--- config.mk ---
export PLATFORM = sky130hd
export DESIGN_NAME = pipelined_cla_adder_flat
export DESIGN_NICKNAME = d
export VERILOG_FILES = /design/src/rtl/cla_pkg.sv /design/src/rtl/pipelined_cla_adder_if.sv /design/src/rtl/cla_group4.sv /design/src/rtl/pipelined_cla_adder.sv /design/src/flat_wrapper.sv
export SDC_FILE = /design/constraint.sdc
export NUM_CORES = 1
export LEC_CHECK = 0
export ABC_AREA = 1
export CELL_PAD_IN_SITES_DETAIL_PLACEMENT = 1
export CELL_PAD_IN_SITES_GLOBAL_PLACEMENT = 2
export CORE_AREA = 3 3 102 104
export CTS_BUF_LIST = sky130_fd_sc_hd__clkbuf_8
export CTS_CLUSTER_DIAMETER = 200
export DETAILED_ROUTE_END_ITERATION = 8
export DIE_AREA = 0 0 105 107
export HOLD_SLACK_MARGIN = 0.12
export MAX_ROUTING_LAYER = met4
export PLACE_DENSITY = 0.74
export SLEW_MARGIN = 10
export SYNTH_ARGS = -nofsm -noshare
export SYNTH_HDL_FRONTEND = slang
export SYNTH_SLANG_ARGS = --single-unit
--- constraint.sdc ---
create_clock -name Clk -period 4.4 [get_ports Clk]
set_input_delay 0.44 -clock Clk [delete_from_list [all_inputs] [get_ports Clk]]
set_output_delay 0.44 -clock Clk [all_outputs]
set_load 0.05 [all_outputs]
--- src/rtl/cla_pkg.sv ---
`default_nettype none
// ============================================================================
//  Module      : cla_pkg
//  Description : Shared group width, group propagate/generate pair type and
//                the 4-bit group P/G lookahead function.
//  Revision    : 1.0  initial release
// ============================================================================
package cla_pkg;

    localparam int GROUP_W = 4;

    typedef struct packed {
        logic p;
        logic g;
    } grp_pg_t;

    // Group propagate uses XOR so that P_blk=1 implies G_blk=0.
    function automatic grp_pg_t group_pg(input logic [GROUP_W-1:0] a,
                                         input logic [GROUP_W-1:0] b);
        logic [GROUP_W-1:0] p;
        logic [GROUP_W-1:0] g;
        grp_pg_t            r;
        p   = a ^ b;
        g   = a & b;
        r.p = &p;
        r.g = g[3] | (p[3] & g[2]) | (p[3] & p[2] & g[1]) | (p[3] & p[2] & p[1] & g[0]);
        return r;
    endfunction

endpackage
`default_nettype wire

--- src/rtl/pipelined_cla_adder_if.sv ---
`default_nettype none
// ============================================================================
//  Module      : pipelined_cla_adder_if
//  Description : Operand/result handshake bundle of the pipelined CLA adder.
//  Revision    : 1.0  initial release
// ============================================================================
interface pipelined_cla_adder_if #(
    parameter int WIDTH = 16
);
    logic             in_valid;
    logic             in_ready;
    logic [WIDTH-1:0] A;
    logic [WIDTH-1:0] B;
    logic             Cin;
    logic             Sub;
    logic             out_valid;
    logic             out_ready;
    logic [WIDTH-1:0] S;
    logic             Cout;
    logic             Ovf;
    logic             P_blk;
    logic             G_blk;

    modport master (
        output in_valid, A, B, Cin, Sub, out_ready,
        input  in_ready, out_valid, S, Cout, Ovf, P_blk, G_blk
    );

    modport slave (
        input  in_valid, A, B, Cin, Sub, out_ready,
        output in_ready, out_valid, S, Cout, Ovf, P_blk, G_blk
    );
endinterface
`default_nettype wire

--- src/rtl/cla_group4.sv ---
`default_nettype none
// ============================================================================
//  Module      : cla_group4
//  Description : 4-bit lookahead group: group P/G and sum for a given carry-in.
//  Revision    : 1.0  initial release
// ============================================================================
module cla_group4
    import cla_pkg::*;
(
    input  logic [GROUP_W-1:0] a_i,
    input  logic [GROUP_W-1:0] b_i,
    input  logic               c_i,
    output grp_pg_t            pg_o,
    output logic [GROUP_W-1:0] s_o
);
    logic [GROUP_W-1:0] w_p;
    logic [GROUP_W-1:0] w_g;
    logic [GROUP_W-1:0] w_c;

    always_comb begin
        w_p    = a_i ^ b_i;
        w_g    = a_i & b_i;
        w_c[0] = c_i;
        w_c[1] = w_g[0] | (w_p[0] & c_i);
        w_c[2] = w_g[1] | (w_p[1] & w_g[0]) | (w_p[1] & w_p[0] & c_i);
        w_c[3] = w_g[2] | (w_p[2] & w_g[1]) | (w_p[2] & w_p[1] & w_g[0])
               | (w_p[2] & w_p[1] & w_p[0] & c_i);
        s_o    = w_p ^ w_c;
        pg_o.p = &w_p;
        pg_o.g = w_g[3] | (w_p[3] & w_g[2]) | (w_p[3] & w_p[2] & w_g[1])
               | (w_p[3] & w_p[2] & w_p[1] & w_g[0]);
    end
endmodule
`default_nettype wire

--- src/rtl/pipelined_cla_adder.sv ---
`default_nettype none
// ============================================================================
//  Module      : pipelined_cla_adder
//  Description : Two-stage valid/ready carry-lookahead add/subtract unit with
//                two-level group lookahead and block P/G for cascading.
//  Revision    : 1.0  initial release
// ============================================================================
module pipelined_cla_adder
    import cla_pkg::*;
#(
    parameter int WIDTH = 16
) (
    input  logic                  Clk,
    input  logic                  Reset,
    pipelined_cla_adder_if.slave  bus
);
    localparam int NG = WIDTH / GROUP_W;
    localparam int NS = (NG + 3) / 4;
    localparam int NP = NS * 4;

    logic                v1_q, v1_d, v2_q, v2_d;
    logic [WIDTH-1:0]    a1_q, b1_q;
    logic                cin1_q;
    grp_pg_t [NG-1:0]    pg1_q;
    logic [WIDTH-1:0]    s2_q;
    logic                cout2_q, ovf2_q, pblk2_q, gblk2_q;

    logic                w_s2_take, w_s1_adv, w_accept;
    logic [WIDTH-1:0]    w_b_eff;
    grp_pg_t [NG-1:0]    w_pg_in;
    grp_pg_t [NG-1:0]    w_pg_unused;
    grp_pg_t [NP-1:0]    w_pg_pad;
    logic [NS-1:0]       w_sp, w_sg;
    logic [NS:0]         w_sc;
    logic [NP-1:0]       w_gc;
    logic                w_bg;
    logic [WIDTH-1:0]    w_sum;
    logic                w_ovf;

    assign w_s2_take    = !v2_q || bus.out_ready;
    assign w_s1_adv     = v1_q && w_s2_take;
    assign bus.in_ready = !v1_q || w_s2_take;
    assign w_accept     = bus.in_valid && bus.in_ready;
    assign w_b_eff      = bus.Sub ? ~bus.B : bus.B;

    always_comb begin
        v1_d = v1_q;
        if (w_accept)      v1_d = 1'b1;
        else if (w_s1_adv) v1_d = 1'b0;
        v2_d = w_s2_take ? v1_q : v2_q;
    end

    for (genvar gi = 0; gi < NG; gi++) begin : g_pg_in
        assign w_pg_in[gi] = group_pg(bus.A[gi*GROUP_W +: GROUP_W], w_b_eff[gi*GROUP_W +: GROUP_W]);
    end

    // Groups beyond NG pad the last super-group as transparent (P=1, G=0).
    for (genvar gi = 0; gi < NP; gi++) begin : g_pad
        if (gi < NG) begin : g_real
            assign w_pg_pad[gi] = pg1_q[gi];
        end else begin : g_fill
            assign w_pg_pad[gi] = '{p: 1'b1, g: 1'b0};
        end
    end

    always_comb begin
        w_sc[0] = cin1_q;
        w_bg    = 1'b0;
        for (int s = 0; s < NS; s++) begin
            w_sp[s] = 1'b1;
            w_sg[s] = 1'b0;
            for (int k = 0; k < 4; k++) begin
                w_sg[s] = w_pg_pad[4*s+k].g | (w_pg_pad[4*s+k].p & w_sg[s]);
                w_sp[s] = w_sp[s] & w_pg_pad[4*s+k].p;
            end
            w_sc[s+1] = w_sg[s] | (w_sp[s] & w_sc[s]);
            w_bg      = w_sg[s] | (w_sp[s] & w_bg);
            w_gc[4*s] = w_sc[s];
            for (int k = 1; k < 4; k++) begin
                w_gc[4*s+k] = w_pg_pad[4*s+k-1].g | (w_pg_pad[4*s+k-1].p & w_gc[4*s+k-1]);
            end
        end
    end

    for (genvar gi = 0; gi < NG; gi++) begin : g_grp
        cla_group4 u_grp (
            .a_i  (a1_q[gi*GROUP_W +: GROUP_W]),
            .b_i  (b1_q[gi*GROUP_W +: GROUP_W]),
            .c_i  (w_gc[gi]),
            .pg_o (w_pg_unused[gi]),
            .s_o  (w_sum[gi*GROUP_W +: GROUP_W])
        );
    end

    // Carry into the MSB recovered from the MSB sum bit.
    assign w_ovf = (a1_q[WIDTH-1] ^ b1_q[WIDTH-1] ^ w_sum[WIDTH-1]) ^ w_sc[NS];

    always_ff @(posedge Clk) begin
        if (w_accept) begin
            a1_q   <= bus.A;
            b1_q   <= w_b_eff;
            cin1_q <= bus.Sub | bus.Cin;
            pg1_q  <= w_pg_in;
        end
    end

    always_ff @(posedge Clk or posedge Reset) begin
        if (Reset) begin
            v1_q    <= 1'b0;
            v2_q    <= 1'b0;
            s2_q    <= '0;
            cout2_q <= 1'b0;
            ovf2_q  <= 1'b0;
            pblk2_q <= 1'b0;
            gblk2_q <= 1'b0;
        end else begin
            v1_q <= v1_d;
            v2_q <= v2_d;
            if (w_s1_adv) begin
                s2_q    <= w_sum;
                cout2_q <= w_sc[NS];
                ovf2_q  <= w_ovf;
                pblk2_q <= &w_sp;
                gblk2_q <= w_bg;
            end
        end
    end

    assign bus.out_valid = v2_q;
    assign bus.S         = s2_q;
    assign bus.Cout      = cout2_q;
    assign bus.Ovf       = ovf2_q;
    assign bus.P_blk     = pblk2_q;
    assign bus.G_blk     = gblk2_q;
endmodule
`default_nettype wire
--- src/flat_wrapper.sv ---
// flat-port wrapper written by rule: the top's interface ports become plain ports
module pipelined_cla_adder_flat import cla_pkg::*;
#(
    parameter int WIDTH = 16
)
  (Clk, Reset, bus_in_valid, bus_A, bus_B, bus_Cin, bus_Sub, bus_out_ready, bus_in_ready, bus_out_valid, bus_S, bus_Cout, bus_Ovf, bus_P_blk, bus_G_blk);
  pipelined_cla_adder_if #(.WIDTH(WIDTH)) bus_i ();
  input  logic Clk;
  input  logic Reset;
  input wire logic [$bits(bus_i.in_valid)-1:0] bus_in_valid;
  input wire logic [$bits(bus_i.A)-1:0] bus_A;
  input wire logic [$bits(bus_i.B)-1:0] bus_B;
  input wire logic [$bits(bus_i.Cin)-1:0] bus_Cin;
  input wire logic [$bits(bus_i.Sub)-1:0] bus_Sub;
  input wire logic [$bits(bus_i.out_ready)-1:0] bus_out_ready;
  output wire logic [$bits(bus_i.in_ready)-1:0] bus_in_ready;
  output wire logic [$bits(bus_i.out_valid)-1:0] bus_out_valid;
  output wire logic [$bits(bus_i.S)-1:0] bus_S;
  output wire logic [$bits(bus_i.Cout)-1:0] bus_Cout;
  output wire logic [$bits(bus_i.Ovf)-1:0] bus_Ovf;
  output wire logic [$bits(bus_i.P_blk)-1:0] bus_P_blk;
  output wire logic [$bits(bus_i.G_blk)-1:0] bus_G_blk;
  assign bus_i.in_valid = bus_in_valid;
  assign bus_i.A = bus_A;
  assign bus_i.B = bus_B;
  assign bus_i.Cin = bus_Cin;
  assign bus_i.Sub = bus_Sub;
  assign bus_i.out_ready = bus_out_ready;
  assign bus_in_ready = bus_i.in_ready;
  assign bus_out_valid = bus_i.out_valid;
  assign bus_S = bus_i.S;
  assign bus_Cout = bus_i.Cout;
  assign bus_Ovf = bus_i.Ovf;
  assign bus_P_blk = bus_i.P_blk;
  assign bus_G_blk = bus_i.G_blk;
  pipelined_cla_adder #(.WIDTH(WIDTH)) u_core (.Clk(Clk), .Reset(Reset), .bus(bus_i));
endmodule
After elaboration in Yosys (flattened, before gate mapping)

Index checks and enable logic that the tools add are counted.

Add/subtract/negate cells: 0
$mul: 0
Divide/modulo/power cells: 0
Magnitude comparators: 0
Equality and inequality tests: 0
Shift operators: 0
Multiplexer cells: 3
Bitwise gates (word level): 134
Reduce and logical (&&, ||, !) cells: 11

Operators with widths:

| operator            | number |
|---|---|
| $and A1 B1 Y1       | 66 |
| $xor A4 B4 Y4       | 12 |
| $or A1 B1 Y1        | 44 |
| $and A4 B4 Y4       | 4 |
| $mux W16            | 1 |
| $not A16 Y16        | 1 |
| $reduce_and A4 Y1   | 4 |
| $and A3 B3 Y3       | 4 |
| $xor A1 B1 Y1       | 3 |
| $logic_and A1 B1 Y1 | 2 |
| $logic_not A1 Y1    | 2 |
| $logic_or A1 B1 Y1  | 2 |
| $mux W1             | 2 |
| $reduce_bool A2 Y1  | 1 |

Bits in registers: 63
Bits in latches: 0
Memory bits (writable): 0
Memory bits (read-only): 0
Bits of input ports: 38
Output and inout port bits: 22
Word-level logic and storage cells: 166
Memories kept: 0

Longest topological paths before layout

Depth after elaboration: 11
Depth in mapped cells: 11
Mapped depth without buffers: 11

By module

From an unflattened synthesis, not the netlist that was laid out.

Cell total of the unflattened synthesis: 356
Area, all modules: 3,525.9 µm²

By module, submodules not included:

| module              | instances | cells each | area each (µm²) | sequential area each (µm²) |
|---|---|---|---|---|
| pipelined_cla_adder | 1         | 228        | 2,720.1         | 1,781.7 |
| cla_group4          | 4         | 32         | 201.4           | 0.0 |

Least setup slack after synthesis

OpenSTA, ideal clock, no wires.

Path type: reg-to-reg
Start point: register u_core.v2_q (netlist: u_core.bus.out_valid)
End point: register u_core.a1_q[0], enable pin
Library setup time: 0.395 ns
Data arrival time: 2.025 ns
Required time: 4.005 ns
Slack: 1.980 ns
Cell stages (with the launch flop): 4
Path buffers: 0
Clock period less this slack: 2.420 ns
Cells stage by stage: dfrtp_1 -> nand3_1 -> nand2_1 -> inv_1

Cells in the longest elaborated chain, start to end: 4

Ends and longest elaborated chain:

| element                  | RTL line                   | text |
|---|---|---|
| start: declaration       | pipelined_cla_adder.sv:21  | `logic v1_q, v1_d, v2_q, v2_d;` |
| start signal: assignment | pipelined_cla_adder.sv:118 | `v2_q <= v2_d;` |
| $logic_not A1 Y1         | pipelined_cla_adder.sv:40  | `assign w_s2_take = !v2_q \|\| bus.out_ready;` |
| $logic_or A1 B1 Y1       | pipelined_cla_adder.sv:40  |  |
| $logic_or A1 B1 Y1       | pipelined_cla_adder.sv:42  | `assign bus.in_ready = !v1_q \|\| w_s2_take;` |
| named net bus_in_ready   | flat_wrapper.sv:16         | `output wire logic [$bits(bus_i.in_ready)-1:0] bus_in_ready;` |
| $logic_and A1 B1 Y1      | pipelined_cla_adder.sv:43  | `assign w_accept = bus.in_valid && bus.in_ready;` |
| end signal: assignment   | pipelined_cla_adder.sv:100 | `a1_q <= bus.A;` |
| end: declaration         | pipelined_cla_adder.sv:22  | `logic [WIDTH-1:0] a1_q, b1_q;` |

The timed path passes the listed nets, and every way through them passes these cells.
A chain may end at the register's enable or synchronous reset.

==> out/results.txt <==
Max IR drop VDD -> 138 µV
fin area -> 4130 µm²
status -> complete, no violations
Pleak -> 0.00179 µW
type of the worst min-delay path -> reg2reg
crit-path max FO -> 17
htree depth -> 3
HPWL Detailed -> 5020 µm
Arr. time, crit path -> 2.40 ns
WS Path Type -> in2reg
via count -> 2,238
CTS tree -> yes
Syn Area/Cell -> 11.2 µm²
DR DRC count -> 0
vias in the first global route -> 2,347
core footprint -> 9640 µm²
TritonCTS Buffers -> 9
detailed-router iteration count before antenna repair -> 4
P per Cell Area -> 489 nW/µm²
largest net degree at the start of global routing -> 42
XOR/XNOR share of the synthesized area -> 6.56%
Placed Area -> 3940 µm²
register area share after synthesis -> 55.6%
largest family of logic cells by synthesized area -> simple AND/OR/NAND/NOR gates
hold_buf cts -> 0
Primary FF master, synth -> edfxtp_1
Yosys reg bits -> 63
drt wl/cell -> 13.6 µm
Initial Util -> 33.3%
cts repair resizes -> 0
Total Nets Final -> 423
f_max -> 431 MHz
dominant cell type by area after synthesis -> edfxtp_1
grt ovf -> 0
die area -> 11,200 µm²
CP Launch Type -> primary input
CP Capture Type -> register
first-pass GRT wire length -> 11,000 µm
setup violators final -> 0
final wirelength -> 6690 µm
CTS clk-pin slew, worst paths -> 0.07 ns
max cap viols -> 0
Vias/cell -> 4.56
Area growth syn-to-layout -> 29.0%
Die W -> 105 µm
minimum clock period -> 2.32 ns
Post-Synth Adder-Cell Area -> 13.4%
Ys Warns -> 0
Die Y-Extent -> 107 µm
ANT cells -> 0
Antenna Violating Nets Remaining -> 0
EDFF count, synth -> 41
clock skew -> 0.00590 ns
port bufs -> 59
Root Buffer -> clkbuf_8
# rows -> 36
FFs w/ async S/R, synth -> 34.9%
simple-gate share of the synthesized area -> 17.9%
Sequential Area -> 1780 µm²
area of the multi-input gates -> 1340 µm²
gr usage total -> 12.9%
initial antenna violation count -> 0
Clock Sinks -> 63
Setup TNS -> 0 ns
I/O Pins -> 60
Synth Cell Area -> 3210 µm²
Pins Over Slew Limit -> 0
worst-margin pin slew -> 1.01 ns
layout cells sized above 1 -> 7.26%
Synth Area in Compound Gates -> 3.83%
multiplexer share of the synthesized area -> 0%
Hold Fails Final Rpt -> 0
Slew Limit Headroom -> 32.7%
routability cong. -> 0.818
Clk Latency, worst-skew pair -> 0.33 ns
synth unique cells -> 23
area share of the largest cell type after synthesis -> 38.4%
period utilisation layout -> 52.7%
clock tree buffer depth -> 2
post-CTS setup buffers -> 0
Mapped Nets -> 357
Critical Path RT -> 4.48 ns
fillcell total -> 1,098
Iteration-0 DRC Markers -> 51
synthesized instance count -> 287
RSZ-0062 raised after global routing -> false
synth top area cells -> edfxtp_1 38%, dfrtp_1 17%, ha_1 11%
## registers in the layout, indices dropped and copies added (netlist names)
signal                flops
u_core.v1_q               1
u_core.bus.out_valid      1
u_core.b1_q              16
u_core.bus.P_blk          1
u_core.bus.Cout           1
u_core.pg1_q              8
u_core.bus.G_blk          1
u_core.a1_q              16
u_core.cin1_q             1
u_core.bus.Ovf            1
u_core.bus.S             16
## worst paths after layout
kind	startpoint	end	slack, ns	cells past startpoint
worst max-delay path	bus_Sub	u_core.pg1_q[0]$_DFFE_PP_	2.08	5
worst min-delay path	u_core.bus.S[11]$_DFFE_PP0P_	u_core.bus.S[11]$_DFFE_PP0P_	0.48	2
worst max register to register	u_core.cin1_q$_DFFE_PP_	u_core.bus.S[13]$_DFFE_PP0P_	2.57	9
worst min register to register	u_core.bus.S[11]$_DFFE_PP0P_	u_core.bus.S[11]$_DFFE_PP0P_	0.48	2
max in group asynchronous	Reset	u_core.bus.S[12]$_DFFE_PP0P_	3.22	2
min in group asynchronous	Reset	u_core.bus.S[0]$_DFFE_PP0P_	0.61	2
## metrics by stage
stage          util, %  instances  worst slack [ns]  hold WS [ns]  total power, µW
2_1_floorplan        -        287              1.98         0.429             1300
3_3_place_gp      40.9        475              1.74         0.461             1540
3_5_place_dp      40.9        475              1.69         0.464             1560
4_1_cts           42.9        491              2.05         0.484             2050
5_1_grt           42.9        491              1.91         0.513             2140
6_report          42.9        491              2.08         0.480             2020
## Yosys cell counts (4+ instances only)
| library cell | count |
|---|---|
| nor2_1 | 14 |
| xnor2_1 | 7 |
| dfrtp_1 | 22 |
| nand4_1 | 7 |
| inv_1 | 16 |
| nand2_2 | 4 |
| o21ai_0 | 8 |
| xor2_1 | 17 |
| ha_1 | 28 |
| nand2_1 | 67 |
| a21oi_1 | 10 |
| nand3_1 | 24 |
| fa_1 | 4 |
| nand2_4 | 6 |
| edfxtp_1 | 41 |
## cell families (layout without fill, tap and decap cells)
| family | count (synthesis) | count (layout) |
|---|---|---|
| DFF | 63 | 63 |
| AOI/OAI and AO/OA | 23 | 23 |
| adders and majority gates | 32 | 32 |
| and+or+nand+nor | 124 | 124 |
| xor gates and xnor gates | 24 | 24 |
| buffers and inverters | 21 | 92 |
## where the power goes
| group | internal [µW] | leakage (µW) | switching, µW |
|---|---|---|---|
| registers | 749 | 0.000665 | 59.5 |
| clock network | 270 | 0.000108 | 217 |
| logic | 255 | 0.00101 | 470 |
| total | 1270 | 0.00179 | 747 |
## critical path, cell delays in order
cell and delay, ns:
clkdlybuf4s50_1 1.13, xor2_1 0.20, ha_1 0.38, a21oi_1 0.16, nand3_1 0.09
## area by class of cell
class                           count  share of cell area [%]
Clock buffer                       10                    3.33
Tap cell                          133                    4.03
Multi-Input combinational cell    203                    32.4
Sequential cell                    63                    43.1
Timing Repair Buffer               60                    14.5
Clock inverter                      6                    1.27
Inverter                           16                    1.45
## metal layers
metal	up-vias	wire length, µm	global-route usage, %
li1	1114	-	-
met1	1066	2860	14.1
met2	48	3480	23.4
met3	10	235	2.05
met4	0	116	5.34
met5	-	0	-
## cells in the final DEF, fill, tap and decap left out
cell             count
xor2_1              17
nand3_1             24
o21ai_1              1
inv_1               18
ha_1                28
nor2_1              14
nand4_1              7
a21o_1               2
clkbuf_8            10
nand3b_1             1
clkdlybuf4s50_1     59
fa_1                 4
a31oi_1              2
bufinv_16            1
buf_4                1
nand2_1             67
or2_2                1
edfxtp_1            41
clkinv_2             3
nand2_2              4
nand2_4              6
dfrtp_1             22
o21ai_0              8
a21oi_1             10
xnor2_1              7
Power figures use the tool's default switching activity.
